File: config.mk
export PLATFORM = sky130hd
export DESIGN_NAME = fifo_sinc_param
export DESIGN_NICKNAME = d
export VERILOG_FILES = /design/src/rtl/fifo_sinc_param.sv
export SDC_FILE = /design/constraint.sdc
export NUM_CORES = 1
export LEC_CHECK = 0
export ABC_AREA = 1
export CAP_MARGIN = 20
export CORE_ASPECT_RATIO = 0.75
export CORE_MARGIN = 4
export CORE_UTILIZATION = 45
export CTS_BUF_LIST = sky130_fd_sc_hd__clkbuf_4 sky130_fd_sc_hd__clkbuf_8
export DETAILED_ROUTE_END_ITERATION = 10
export SLEW_MARGIN = 5
export SYNTH_ARGS = -nofsm -noshare
export SYNTH_HDL_FRONTEND = slang
export SYNTH_SLANG_ARGS = --single-unit
File: constraint.sdc
create_clock -name clk -period 4.85 [get_ports clk]
set_input_delay 0.7275 -clock clk [delete_from_list [all_inputs] [get_ports clk]]
set_output_delay 0.7275 -clock clk [all_outputs]
set_load 0.02 [all_outputs]
File: src/rtl/fifo_sinc_param.sv
// Parametrised synchronous FIFO with occupancy count, threshold flags and overflow/underflow pulses.
// Define FIFO_FWFT_EN for first-word-fall-through output; otherwise data_out is a registered read.
module fifo_sinc_param #(
    parameter int unsigned WIDTH            = 8,
    parameter int unsigned DEPTH            = 16,
    parameter int unsigned CASI_LLENO_NIVEL = DEPTH - 2,
    parameter int unsigned CASI_VACIO_NIVEL = 2,
    localparam int unsigned CW              = $clog2(DEPTH + 1)
) (
    input  logic             clk,
    input  logic             rst,
    input  logic             wr_en,
    input  logic [WIDTH-1:0] data_in,
    input  logic             rd_en,
    output logic [WIDTH-1:0] data_out,
    output logic             lleno,
    output logic             vacio,
    output logic             casi_lleno,
    output logic             casi_vacio,
    output logic [CW-1:0]    count,
    output logic             overflow,
    output logic             underflow
);

    localparam int unsigned PW = $clog2(DEPTH);

    logic [WIDTH-1:0] r_mem [DEPTH];
    logic [PW-1:0]    r_wr_ptr;
    logic [PW-1:0]    r_rd_ptr;
    logic [CW-1:0]    r_count;
    logic             r_overflow;
    logic             r_underflow;

    logic             w_lleno;
    logic             w_vacio;
    logic             w_wr_ok;
    logic             w_rd_ok;
    logic [PW-1:0]    w_wr_ptr_nxt;
    logic [PW-1:0]    w_rd_ptr_nxt;

    // Flags decode straight from the registered count, so they cannot glitch against it.
    assign w_lleno    = (r_count == CW'(DEPTH));
    assign w_vacio    = (r_count == '0);
    assign lleno      = w_lleno;
    assign vacio      = w_vacio;
    assign casi_lleno = (r_count >= CW'(CASI_LLENO_NIVEL));
    assign casi_vacio = (r_count <= CW'(CASI_VACIO_NIVEL));
    assign count      = r_count;
    assign overflow   = r_overflow;
    assign underflow  = r_underflow;

    // A read frees a slot in the same cycle, so a full FIFO still takes a write alongside a read.
    assign w_rd_ok = rd_en & ~w_vacio;
    assign w_wr_ok = wr_en & (~w_lleno | w_rd_ok);

    // Explicit wrap keeps non-power-of-two depths correct.
    assign w_wr_ptr_nxt = (r_wr_ptr == PW'(DEPTH - 1)) ? '0 : r_wr_ptr + PW'(1);
    assign w_rd_ptr_nxt = (r_rd_ptr == PW'(DEPTH - 1)) ? '0 : r_rd_ptr + PW'(1);

    // Storage array; contents survive reset.
    always_ff @(posedge clk) begin
        if (w_wr_ok) begin
            r_mem[r_wr_ptr] <= data_in;
        end
    end

    always_ff @(posedge clk or negedge rst) begin
        if (!rst) begin
            r_wr_ptr <= '0;
            r_rd_ptr <= '0;
        end else begin
            if (w_wr_ok) begin
                r_wr_ptr <= w_wr_ptr_nxt;
            end
            if (w_rd_ok) begin
                r_rd_ptr <= w_rd_ptr_nxt;
            end
        end
    end

    always_ff @(posedge clk or negedge rst) begin
        if (!rst) begin
            r_count <= '0;
        end else if (w_wr_ok && !w_rd_ok) begin
            r_count <= r_count + CW'(1);
        end else if (w_rd_ok && !w_wr_ok) begin
            r_count <= r_count - CW'(1);
        end
    end

    // Error pulses last exactly one cycle after the rejected request.
    always_ff @(posedge clk or negedge rst) begin
        if (!rst) begin
            r_overflow  <= 1'b0;
            r_underflow <= 1'b0;
        end else begin
            r_overflow  <= wr_en & ~w_wr_ok;
            r_underflow <= rd_en & ~w_rd_ok;
        end
    end

`ifdef FIFO_FWFT_EN
    // Head word is presented combinationally; rd_en only pops it.
    assign data_out = w_vacio ? '0 : r_mem[r_rd_ptr];
`else
    logic [WIDTH-1:0] r_data_out;

    always_ff @(posedge clk or negedge rst) begin
        if (!rst) begin
            r_data_out <= '0;
        end else if (w_rd_ok) begin
            r_data_out <= r_mem[r_rd_ptr];
        end
    end

    assign data_out = r_data_out;
`endif

endmodule

## After elaboration in Yosys (flattened, before gate mapping)

Memories as Yosys holds them, arrays and structs flattened. A register that Yosys moved wholly into a read port is not among the register bits.
Index checks and enable logic that the tools add are counted.

| word-level totals | value |
|---|---|
| register bits | 15 |
| bits in writable memories | 128 |
| output and inout bits | 19 |
| word-level logic and storage cells | 37 |
| memories | 1 |

| cells by class | value |
|---|---|
| add/subtract/negate cells | 4 |
| $lt $le $gt $ge | 2 |
| equality and inequality tests | 3 |
| mux-type cells | 6 |
| bitwise operators | 9 |
| reductions and logical operators | 7 |

Memories:

| name | words | bits a word | read ports | clocked after Yosys merged registers in | write ports | RTL line | source |
|---|---|---|---|---|---|---|---|
| r_mem | 16 | 8 | 1 | 1 | 1 | 27 | `logic [WIDTH-1:0] r_mem [DEPTH];` |

Operators with widths:

| kind | count |
|---|---|
| two-way mux 5 bit | 2 |
| adder 4 x 1 -> 4 bit, second input constant | 2 |
| equality test 4 bit, second input constant | 2 |
| two-way mux 4 bit | 2 |
| adder 5 x 1 -> 5 bit, second input constant | 1 |
| equality test 5 bit, second input constant | 1 |
| greater-or-equal comparator 5 x 4 -> 1 bit, second input constant | 1 |
| less-or-equal comparator 5 x 2 -> 1 bit, second input constant | 1 |
| zero test 5 bit | 1 |
| subtractor 5 x 1 -> 5 bit, second input constant | 1 |
| bitwise AND 1 bit | 4 |
| inverter 1 bit | 4 |
| zero test 1 bit | 3 |
| logical AND 1 bit | 2 |
| two-way mux 1 bit | 2 |
| nonzero test 2 bit | 1 |
| OR 1 bit | 1 |

## Logic depth before layout (Yosys ltp)

| logic depth | value |
|---|---|
| depth after elaboration | 9 |
| mapped depth | 16 |
| gate-level depth less buffers | 15 |

## Least setup slack after synthesis

Ideal clock, no wire load.

| path | value |
|---|---|
| kind | reg-to-reg |
| start point | reg r_count[0], in the netlist count[0] |
| end point | reg r_count[4], in the netlist count[4] |
| setup time | 0.066 ns |
| arrival time | 2.431 ns |
| data required time | 4.784 ns |
| path slack | 2.353 ns |
| stages on the path, launching flop included | 17 |
| buffers on the path | 1 |
| cells stage by stage | dfrtp_1 -> nor2_1 -> nand2_1 -> nor2_2 -> nand2_1 -> nand2_1 -> inv_2 -> buf_6 -> ha_1 -> inv_1 -> ha_1 -> nand2_1 -> nand2_1 -> a21oi_1 -> xor2_1 -> nand2_1 -> nand2_1 |

| on the way | value |
|---|---|
| elaborated cells on any way between the ends | 16 |

RTL lines:

| item | RTL line | source |
|---|---|---|
| start, declared | 30 | `logic [CW-1:0] r_count;` |
| start signal, assigned | 85 | `r_count <= r_count + CW'(1);` |
| start signal, assigned | 87 | `r_count <= r_count - CW'(1);` |
| equality test 5 bit * | 42 | `assign w_lleno = (r_count == CW'(DEPTH));` |
| via lleno | 16 | `output logic lleno,` |
| inverter 1 bit * | 54 | `assign w_wr_ok = wr_en & (~w_lleno \| w_rd_ok);` |
| OR 1 bit * | 54 |  |
| bitwise AND 1 bit * | 54 |  |
| via w_wr_ok | 36 | `logic w_wr_ok;` |
| zero test 1 bit | 86 | `end else if (w_rd_ok && !w_wr_ok) begin` |
| logical AND 1 bit | 86 |  |
| nonzero test 2 bit (no line) | -- |  |

The timed path passes the listed nets; every way through them passes the cells marked *. The select of a mux whose other input is x is not followed.
A chain may end at the register's enable or synchronous reset.

## Worst setup path in the final report

| path | value |
|---|---|
| start point | reg r_count[1], in the netlist count[1] |
| end point | out casi_vacio |

| on the way | value |
|---|---|
| cells in the longest elaborated chain, start to end | 1 |

Ends and longest elaborated chain:

| item | RTL line | source |
|---|---|---|
| less-or-equal comparator 5 x 2 -> 1 bit | 47 | `assign casi_vacio = (r_count <= CW'(CASI_VACIO_NIVEL));` |
| end, declared | 19 | `output logic casi_vacio,` |

Every way passes these cells.

==> implementation parameters <==
Parameter                              Value

Logic synthesis
  Synth Warn #    0
  Proportion of synthesized flip-flops having asynchronous set or reset    around 15%
  Main flop type after synthesis    sky130_fd_sc_hd__edfxtp_1
  Number of enable-type register cells in the synthesized netlist    128
  Mapped Cells    approximately 640
  Number of storage elements in the synthesis netlist    approximately 150
  Sequential cell area fraction in the yosys report    between 60 and 70%
  Area leader, netlist    sky130_fd_sc_hd__edfxtp_1
  Synth Area per Inst    approximately 10 µm²
  Proportion of netlist area held by the largest area contributor    slightly below 60%
  Netlist area before placement    between 6000 and 7000 µm²
  Top area cells in the synthesized netlist    sky130_fd_sc_hd__edfxtp_1 (58%), sky130_fd_sc_hd__nand2_1 (10%), sky130_fd_sc_hd__dfrtp_1 (8.7%), sky130_fd_sc_hd__nand3_1 (7.5%), sky130_fd_sc_hd__inv_1 (5.2%)
  Total nets after synthesis    ~660
  Count of unique library cells instantiated by Yosys    23

Layout
  Antenna diode count    0
  Final Net Count    between 600 and 700
  Most frequent standard cell in the layout excluding fill and tap cells    sky130_fd_sc_hd__nand2_1
  Top library cells by usage in the layout, fill and taps aside    sky130_fd_sc_hd__nand2_1 (185), sky130_fd_sc_hd__edfxtp_1 (128), sky130_fd_sc_hd__nand3_1 (99)
  Area growth from synthesis to final layout    12.5%
  Share of layout cells above drive strength 1    6.44%
  Final Instance Count excl. Fillers    between 800 and 900

Clock tree
  Worst-path clk slew    around 0.090 ns
  Post-cts repair resize count    0
  Maximum buffer depth of the clock tree    2
  Worst-Skew Late Latency    about 0.45 ns
  Hold buffer count at CTS    0
  Level count of the clock H-tree    4
  Cell at the root of the clock tree    sky130_fd_sc_hd__clkbuf_8
  TritonCTS Sinks    151
  TritonCTS clock tree    yes
  Number of post-CTS setup repair buffers    0
  Clock buffer count from CTS    17

Global routing
  Pin count of the biggest net entering global routing    67
  Via count of the first global-routing pass    about 4200
  Initial antenna violation count    1
  Final global-route overflow total    0
  Global-route wire length before repair    roughly 24000 µm
  Gr usage total    19.1%

Placement
  Worst-case setup slack after placement    between 1.5 and 2 ns
  Cell Count Post-Placement    about 850
  Sum of net half-perimeters after detailed placement    slightly below 10000 µm
  Placer's final routability congestion estimate    just under 0.9
  Number of port buffers    30

Pwr
  Leakage dissipation    3.11 nW
  Worst VDD drop    0.000259 V
  Cell area power density    about 560 nW/µm²
  Internal Pwr Total    around 2.6 mW
  Combinational fraction of design power    around 36%
  Power share of the sequential group    between 40% and 50%
  Clock Power Share    a little under a quarter
  Net switching power of the design    1.60 mW
  Switching power as a share of total power    38.3%

Floorplan
  Area of the die    between 15000 and 20000 µm²
  Die extent in x    148 µm
  Starting density of the core    approximately 46%
  Number of core rows    38
  Number of top-level pins    31
  Core Footprint    14500 µm²
  Die height    roughly 110 µm

Timing
  Post-route minimum period    around 2.8 ns
  Period utilisation layout    a little under three fifths
  Least-Margin Pin Slew    about 0.9 ns
  Rel. slew slack    39.0%
  Setup TNS    0 ns
  Setup skew after layout    ~0.013 ns
  Fmax    0.361 GHz
  Max Slew Vio Count    0
  Number of hold violations in the final report    0
  Unrepaired setup endpoints after global routing    no
  PnR worst setup slack    ~2.1 ns
  Number of setup violations in the final report    0

Setup path
  Worst path required time    a little over 4 ns
  Arrival @ worst endpoint    ~2 ns
  Largest fanout on the critical path    7
  Class of the most critical setup path    reg -> out
  Worst Setup End Kind    primary output
  Sort of element at the start of the critical path    flip-flop

Drt
  Number of DRC markers in iteration 0    365
  DR vias/cell    about 5.0
  DRT Wirelength    ~15000 µm
  Routed length per placed instance    roughly 17 µm
  Via count    around 4400
  Count of antenna-violating nets left after detailed routing    0
  Detailed-router iteration count before antenna repair    5
  Number of remaining DRC errors    0

Worst hold path
  Class of the worst hold path    reg -> reg

Flow run
  Max cap viols    0

Outcome
  Outcome    completed
-- cells by family after synthesis --
family                     after synthesis  synth area share, %
adders and majority gates               10                 2.00
DFF                                    151                 66.6
AOI/OAI and AO/OA                       25                 1.94
xor gates and xnor gates                 7                0.924
and+or+nand+nor                        325                 20.4
buffers and inverters                  123                 8.16
-- worst paths after layout --
check                                        start                       to  slack, ns  cells past startpoint
setup reg to reg              count[0]$_DFFE_PN0P_     count[4]$_DFFE_PN0P_       2.32                     15
setup / recovery              count[1]$_DFFE_PN0P_               casi_vacio       2.08                      2
hold reg to reg            data_out[4]$_DFFE_PN0P_  data_out[4]$_DFFE_PN0P_       0.56                      2
hold / removal             data_out[4]$_DFFE_PN0P_  data_out[4]$_DFFE_PN0P_       0.56                      2
min in group asynchronous                      rst     count[0]$_DFFE_PN0P_       0.65                      2
max in group asynchronous                      rst  r_rd_ptr[0]$_DFFE_PN0P_       3.93                      2
-- cell type report --
| class | instances | area [µm²] |
|---|---|---|
| clock inverters | 12 | 126 |
| clock buffers | 20 | 269 |
| inverters | 98 | 368 |
| flip-flops and latches | 151 | 4420 |
| repair buffers | 35 | 358 |
| fillers | 1351 | 6980 |
| well taps | 200 | 250 |
| multi-input cells | 367 | 1680 |
-- metrics by stage --
stage / instance area [µm²] / utilization [%] / hold slack, ns / power, mW
floorplan: 6640 / - / 0.432 / 2.75
global placement: 7050 / 48.8 / 0.547 / 3.19
detailed placement: 7070 / 48.9 / 0.519 / 3.25
CTS: 7470 / 51.7 / 0.563 / 4.19
global route: 7470 / 51.7 / 0.606 / 4.44
finish: 7470 / 51.7 / 0.558 / 4.19
-- sequential cells by signal, summed over array words and instances, names as in the netlist --
register,flops
r_wr_ptr,4
data_out,8
r_mem,128
count,5
overflow,1
r_rd_ptr,4
underflow,1
-- worst max-delay path: stages (launching register included) --
cell and delay, ns:
sky130_fd_sc_hd__dfrtp_1 0.49, sky130_fd_sc_hd__a2111oi_0 0.43, sky130_fd_sc_hd__clkdlybuf4s50_1 0.68
-- layer usage --
metal / GRT usage (%) / routed length, µm
met5: 0 / 0
met4: 5.35 / 187
met3: 4.88 / 1070
met2: 29.6 / 7170
met1: 26.9 / 6940
-- synthesized netlist by cell type, types with 4 or more instances --
| cell | number |
|---|---|
| sky130_fd_sc_hd__dfrtp_1 | 23 |
| sky130_fd_sc_hd__nor2_1 | 37 |
| sky130_fd_sc_hd__nand2_1 | 185 |
| sky130_fd_sc_hd__xor2_1 | 6 |
| sky130_fd_sc_hd__inv_1 | 92 |
| sky130_fd_sc_hd__nand3_1 | 99 |
| sky130_fd_sc_hd__buf_6 | 6 |
| sky130_fd_sc_hd__edfxtp_1 | 128 |
| sky130_fd_sc_hd__ha_1 | 9 |
| sky130_fd_sc_hd__a21oi_1 | 17 |
| sky130_fd_sc_hd__buf_4 | 5 |
| sky130_fd_sc_hd__buf_2 | 13 |
| sky130_fd_sc_hd__o21ai_0 | 4 |
-- power by group through the flow --
| stage | clock, mW | sequential [mW] | combinational (mW) |
|---|---|---|---|
| final | 0.951 | 1.72 | 1.51 |
| after global routing | 1.03 | 1.74 | 1.68 |
| after CTS | 0.964 | 1.72 | 1.51 |
| after detailed placement | 0 | 1.75 | 1.50 |
| after global placement | 0 | 1.74 | 1.45 |
| after floorplan | 0 | 1.77 | 0.984 |
No activity file was read; power rests on OpenSTA's default activity.
